[src/rtl/host_pkt2gmii_tx.sv]
// Host TX framer: packet-buffer byte stream in, preamble/SFD/frame/pad out on the
// GMII-style bus, with underrun signalling and inter-frame gap. Optional stats: HOST_PKT2GMII_STAT_EN.
module host_pkt2gmii_tx #(
    parameter int PREAMBLE_LEN = 7,
    parameter int MIN_FRAME    = 60,
    parameter int IFG_CYCLES   = 12
) (
    input  logic       clk,
    input  logic       rst,
    input  logic [8:0] pkt_data,
    input  logic       pkt_valid,
    output logic       pkt_ready,
    output logic       ppt2gtc_gmii_dv,
    output logic       ppt2gtc_gmii_er,
    output logic [7:0] ppt2gtc_gmii_data
`ifdef HOST_PKT2GMII_STAT_EN
    ,
    output logic [31:0] tx_frame_cnt,
    output logic [15:0] tx_underrun_cnt
`endif
);

    localparam int GW = (IFG_CYCLES > 1) ? $clog2(IFG_CYCLES) : 1;
    localparam logic [3:0]    PRE_LAST = 4'(PREAMBLE_LEN - 1);
    localparam logic [GW-1:0] GAP_LAST = GW'(IFG_CYCLES - 1);
    localparam logic [10:0]   MIN_B    = 11'(MIN_FRAME);

    typedef enum logic [2:0] {IDLE_S, PRE_S, SFD_S, DATA_S, PAD_S, DROP_S, IFG_S} state_t;

    state_t      state_q, state_d;
    logic [3:0]  pre_q, pre_d;
    logic [GW-1:0] gap_q, gap_d;
    logic [10:0] cnt_q, cnt_d, cnt_inc;
    logic        dv_q, dv_d, er_q, er_d, rdy_q, rdy_d;
    logic [7:0]  data_q, data_d;

    // Byte counter saturates so oversize frames never re-trigger padding.
    assign cnt_inc = (cnt_q == 11'h7ff) ? cnt_q : cnt_q + 11'd1;

    always_comb begin
        state_d = state_q;
        pre_d   = pre_q;
        gap_d   = gap_q;
        cnt_d   = cnt_q;
        dv_d    = 1'b0;
        er_d    = 1'b0;
        data_d  = 8'h00;
        case (state_q)
            IDLE_S: begin
                if (pkt_valid) begin
                    state_d = PRE_S;
                    pre_d   = 4'd0;
                end
            end
            PRE_S: begin
                dv_d   = 1'b1;
                data_d = 8'h55;
                if (pre_q == PRE_LAST) state_d = SFD_S;
                else                   pre_d   = pre_q + 4'd1;
            end
            SFD_S: begin
                dv_d    = 1'b1;
                data_d  = 8'hd5;
                cnt_d   = 11'd0;
                state_d = DATA_S;
            end
            DATA_S: begin
                dv_d = 1'b1;
                if (pkt_valid) begin
                    data_d = pkt_data[7:0];
                    cnt_d  = cnt_inc;
                    if (pkt_data[8]) begin
                        state_d = (cnt_inc < MIN_B) ? PAD_S : IFG_S;
                        gap_d   = '0;
                    end
                end else begin
                    er_d    = 1'b1;
                    state_d = DROP_S;
                end
            end
            PAD_S: begin
                dv_d  = 1'b1;
                cnt_d = cnt_inc;
                if (cnt_inc == MIN_B) begin
                    state_d = IFG_S;
                    gap_d   = '0;
                end
            end
            DROP_S: begin
                if (pkt_valid && pkt_data[8]) begin
                    state_d = IFG_S;
                    gap_d   = '0;
                end
            end
            IFG_S: begin
                if (gap_q == GAP_LAST) state_d = IDLE_S;
                else                   gap_d   = gap_q + 1'b1;
            end
            default: state_d = IDLE_S;
        endcase
        rdy_d = (state_d == DATA_S) || (state_d == DROP_S);
    end

    always_ff @(posedge clk or posedge rst) begin
        if (rst) begin
            state_q <= IDLE_S;
            pre_q   <= '0;
            gap_q   <= '0;
            cnt_q   <= '0;
            dv_q    <= 1'b0;
            er_q    <= 1'b0;
            data_q  <= 8'h00;
            rdy_q   <= 1'b0;
        end else begin
            state_q <= state_d;
            pre_q   <= pre_d;
            gap_q   <= gap_d;
            cnt_q   <= cnt_d;
            dv_q    <= dv_d;
            er_q    <= er_d;
            data_q  <= data_d;
            rdy_q   <= rdy_d;
        end
    end

    assign pkt_ready         = rdy_q;
    assign ppt2gtc_gmii_dv   = dv_q;
    assign ppt2gtc_gmii_er   = er_q;
    assign ppt2gtc_gmii_data = data_q;

`ifdef HOST_PKT2GMII_STAT_EN
    logic [31:0] frame_cnt_q, frame_cnt_d;
    logic [15:0] under_cnt_q, under_cnt_d;

    always_comb begin
        frame_cnt_d = frame_cnt_q;
        under_cnt_d = under_cnt_q;
        if ((state_q == DATA_S || state_q == PAD_S) && state_d == IFG_S)
            frame_cnt_d = frame_cnt_q + 32'd1;
        if (er_d) under_cnt_d = under_cnt_q + 16'd1;
    end

    always_ff @(posedge clk or posedge rst) begin
        if (rst) begin
            frame_cnt_q <= '0;
            under_cnt_q <= '0;
        end else begin
            frame_cnt_q <= frame_cnt_d;
            under_cnt_q <= under_cnt_d;
        end
    end

    assign tx_frame_cnt    = frame_cnt_q;
    assign tx_underrun_cnt = under_cnt_q;
`endif

endmodule

[config.mk]
export PLATFORM = sky130hd
export DESIGN_NAME = host_pkt2gmii_tx
export DESIGN_NICKNAME = d
export VERILOG_FILES = /design/src/rtl/host_pkt2gmii_tx.sv
export SDC_FILE = /design/constraint.sdc
export NUM_CORES = 1
export LEC_CHECK = 0
export ABC_AREA = 1
export CAP_MARGIN = 25
export CORE_MARGIN = 1.5
export CORE_UTILIZATION = 37
export CTS_CLUSTER_SIZE = 28
export DETAILED_ROUTE_END_ITERATION = 12
export GPL_ROUTABILITY_DRIVEN = 0
export GPL_TIMING_DRIVEN = 0
export PLACE_DENSITY_LB_ADDON = 0.2
export SLEW_MARGIN = 10
export SYNTH_ARGS = -nofsm -noshare
export SYNTH_HDL_FRONTEND = slang
export SYNTH_SLANG_ARGS = --single-unit
[constraint.sdc]
create_clock -name clk -period 2.7 [get_ports clk]
set_clock_uncertainty 0.2 [all_clocks]
set_input_delay 0.27 -clock clk [delete_from_list [all_inputs] [get_ports clk]]
set_output_delay 0.27 -clock clk [all_outputs]
set_load 0.005 [all_outputs]
Word-level counts from Yosys, hierarchy flattened
Cells that the tools add are included.

storage, ports and cells
  register bits = 33
  input port bits = 12
  output and inout port bits = 11
  word-level logic and storage cells = 67

operators by class
  add/subtract/negate cells = 3
  $lt $le $gt $ge = 1
  eq/ne operators = 19
  multiplexer cells = 26
  reductions and logical operators = 10

operators by type and width
  operator               number
  $pmux 11 s3            1
  $mux 4                 7
  $pmux 8 s3             1
  $mux 11                2
  $mux 3                 7
  $pmux 3 s7             1
  $pmux 4 s4             1
  $ne 2x2->1 const B     7
  $eq 3x3->1 const B     4
  $add 11x1->11 const B  1
  $eq 11x11->1 const B   1
  $eq 11x6->1 const B    1
  $lt 11x6->1 const B    1
  $eq 3x2->1 const B     3
  $add 4x1->4 const B    2
  $mux 8                 1
  $pmux 4 s2             1
  $reduce_and 6->1       1
  $eq 4x3->1 const B     1
  $eq 4x4->1 const B     1
  $reduce_bool 4->1      1
  $reduce_or 4->1        1
  $eq 3x1->1 const B     1
  $logic_not 3->1        1
  other kinds (8)        10

Depth between registers and ports, before layout
  word-level depth = 9
  mapped depth = 13
  gate-level depth less buffers = 13

Worst setup path after synthesis
OpenSTA, ideal clock, no wires.

  path kind = register to register
  from = reg cnt_q[0]
  to = reg gap_q[2]
  setup time = 0.117 ns
  arrival time = 1.588 ns
  data required time = 2.383 ns
  slack = 0.795 ns
  cell stages (with the launch flop) = 14
  path buffers = 0
  period minus slack after synthesis = 1.905 ns
  path through = dfrtp_1 -> ha_1 -> nand2_2 -> nor2_4 -> nand3_4 -> inv_1 -> nor2_1 -> nand2_2 -> nor2_4 -> nand3_2 -> nand2_4 -> nand2_4 -> nand2_1 -> nand2_1

on the way
  cells in the longest elaborated chain, start to end = 5
  elaborated cells between the ends (all ways) = 6
  classes of those cells = add/sub: 1; eq/ne: 3; mux: 1; reduce/logical: 1

ends and longest elaborated chain
  item                                                  line  text
  start: declaration                                    33    logic [10:0] cnt_q, cnt_d, cnt_inc;
  start signal: assignment                              118   cnt_q <= cnt_d;
  $add 11x1->11 / $eq 11x11->1 (equally long branches)  38    assign cnt_inc = (cnt_q == 11'h7ff) ? cnt_q : cnt_q + 11'd1;
  $mux 11 (*)                                           38
  $eq 11x6->1 (*)                                       84    if (cnt_inc == MIN_B) begin
  $ne 2x2->1 (no source line) (*)                       -
  $reduce_and 6->1 (no source line) (*)                 -
  end signal: assignment                                117   gap_q <= gap_d;
  end: declaration                                      32    logic [GW-1:0] gap_q, gap_d;

Mark *: on every way between the ends. The rest lies on a longest branch, timed or not.
A chain may end at the register's enable or synchronous reset.

Worst setup path after layout
  from = reg cnt_q[0]
  to = reg gap_q[3]

Same word-level chain as after synthesis.

==> impl_metrics.json <==
{
  "status": "complete, no violations",
  "floorplan.rows": 25,
  "top_layer": "met4",
  "grt_pass1_wl_mm": 6.57,
  "grt_max_degree": 34,
  "drt_iter0_drc": 72,
  "tns_ps": 0,
  "antenna_found_initial": 0,
  "num_vias": 1564,
  "timing.rr.start": "cnt_q[0]",
  "cp.arrival_ps": 2160,
  "clkSinkCount": 33,
  "hold_viol_final": 0,
  "end_kind": "flop",
  "nets": 285,
  "drive_gt1_frac": 0.0892,
  "fin_crit_ps": 2190,
  "critPathLaunch": "cnt_q[0]",
  "clk_pin_slew_ps": 60,
  "hold_path_startpoint": "pkt_valid",
  "cp_cell_sequence": "ha_1, nand2_2, nor2_4, nand3_4, nand2_1, nand3_2, nor2_4, nand3_2, nand2_4, nand2_4, nand2_1, nand2_1",
  "syn_area_per_cell_um2": 7.58,
  "area_growth_pct": 20.8,
  "rsz0062_at_grt": "false",
  "clock_latency_ps": 280,
  "fp.dieH_um": 73.3,
  "antenna_cells": 0,
  "ys_ff_latch": 33,
  "portBuffers": 21,
  "wl_per_cell_um": 11.2,
  "ctsHtreeMaxLevel": 2,
  "nFillCells": 497,
  "cts_resized": 0,
  "irDropWorstVdd_uv": 225,
  "min_period_over_period": 0.812,
  "relSlewSlack": 0.499,
  "start_util": 0.384,
  "power_density_nw_per_um2": 891,
  "min_path_type": "in -> reg",
  "die_area_um2": 5370,
  "synth_fp_nets": 257,
  "die_w_um": 73.3,
  "power.leakage_nw": 1.06,
  "final_common_cell": "nand2_1",
  "worst_pin_slew_ps": 745,
  "grt_util_all_layers": 0.159,
  "cts_max_path_buffers": 2,
  "syn-instance-count": 241,
  "met1_length_mm": 1.92,
  "core-area_um2": 4750,
  "syn_area_um2": 1830,
  "final_cell_mix": "nand2_1, dfrtp_1, inv_1",
  "required_ps": 2670,
  "critPathKind": "reg -> reg",
  "whs_ps": 125,
  "cts_made_buffers": 5,
  "vias_per_cell": 4.65,
  "crit_fanout": 10,
  "fmax_mhz": 456,
  "drt-total-wl_mm": 3.75,
  "cts_tree": "done",
  "finalMaxSlewViolations": 0,
  "finalSetupViolCount": 0,
  "grt_overflow_total": 0,
  "cap_violations": 0,
  "drt_pre_antenna_iters": 4,
  "synth_cell_types": 27,
  "cts_hold_buffers": 0,
  "routed-wl-met2_mm": 1.65,
  "dp_hpwl_mm": 2.71,
  "wl_met3_um": 116,
  "startpoint_type": "flop",
  "post-cts-setup-buffer-count": 0,
  "ios": 23,
  "path_buf_inv": 0,
  "critPathSlowestCell": "dfrtp_1",
  "max_stage_delay_ps": 420,
  "ant_nets": 0,
  "grt_pass1_vias": 1489,
  "path_delay_family": "simple AND/OR/NAND/NOR gates",
  "yosysSeqAreaShare": 0.452,
  "yosysWarningCount": 0,
  "drc": 0,
  "cpMostUsedCell": "nand2_1",
  "clk_root_buffer_cell": "clkbuf_8"
}
-- where the power goes --
part	total (mW)	switching (mW)	internal, mW
logic	0.840	0.511	0.329
clock network	0.371	0.169	0.202
registers	0.755	0.112	0.643
-- through the flow --
step                total power [mW]  area (um^2)  utilization  worst slack [ps]  std cells
finish                          1.97         2210        0.464               508        336
global route                    2.15         2210        0.464               360        336
CTS                             2.00         2210        0.464               500        336
detailed placement              1.61         2120        0.446               525        329
global placement                1.60         2120        0.446               514        329
floorplan                       1.34         1830            -               795        241
-- layer usage --
metal | vias up | track usage
li1 | 825 | -
met1 | 707 | 0.218
met2 | 27 | 0.252
met3 | 5 | 0.0288
met4 | 0 | 0.0566
met5 | - | 0
-- cell families (layout without fill, tap and decap cells) --
family                     count (synthesis)  count (layout)  share of synthesized area
AOI/OAI and AO/OA                         28              28                     0.0849
xor gates and xnor gates                   3               3                     0.0144
adders and majority gates                  4               4                     0.0274
buffers and inverters                     35              63                     0.0719
DFF                                       33              33                      0.452
and+or+nand+nor                          138             138                      0.349
-- flip-flops by register name, indices dropped and copies added, names as in the netlist --
signal	flops
cnt_q	11
gap_q	4
pkt_ready	1
ppt2gtc_gmii_data	8
ppt2gtc_gmii_dv	1
ppt2gtc_gmii_er	1
pre_q	4
state_q	3
-- layout make-up --
cell class / instances / area, um^2 / area share
tap: 67 / 83.8 / 0.0380
sequential: 33 / 826 / 0.374
inverter: 34 / 128 / 0.0578
clock buffer: 7 / 86.3 / 0.0391
multi-input combinational: 173 / 870 / 0.394
timing repair buffer: 21 / 210 / 0.0952
buffer: 1 / 3.75 / 0.00170
-- Yosys cell counts (all sizes together) --
cell type | n | area, um^2
a211oi | 1 | 7.51
a21oi | 6 | 30.0
a22o | 1 | 8.76
clkbuf | 1 | 3.75
dfrtp | 33 | 826
ha | 4 | 50.1
inv | 34 | 128
nand2 | 73 | 294
nand3 | 24 | 143
nand3b | 1 | 7.51
nand4 | 2 | 12.5
nor2 | 33 | 154
nor3 | 4 | 20.0
nor3b | 1 | 7.51
o21ai | 15 | 75.1
o22ai | 3 | 18.8
o31ai | 2 | 15.0
xnor2 | 2 | 17.5
xor2 | 1 | 8.76
-- worst min-delay path, stage by stage --
cell and delay (ps):
clkbuf_1 170, nand2_1 90, nor2_1 40
-- worst paths after layout --
check,slack [ps],cells past startpoint,to
max,510,12,gap_q[3]
max reg2reg,510,12,gap_q[3]
min,120,3,ppt2gtc_gmii_data[1]
max in group asynchronous,1620,2,ppt2gtc_gmii_data[4]
min in group asynchronous,230,2,cnt_q[2]
min reg2reg,270,1,pre_q[3]
Note: power is estimated with default switching activity, not from simulation.
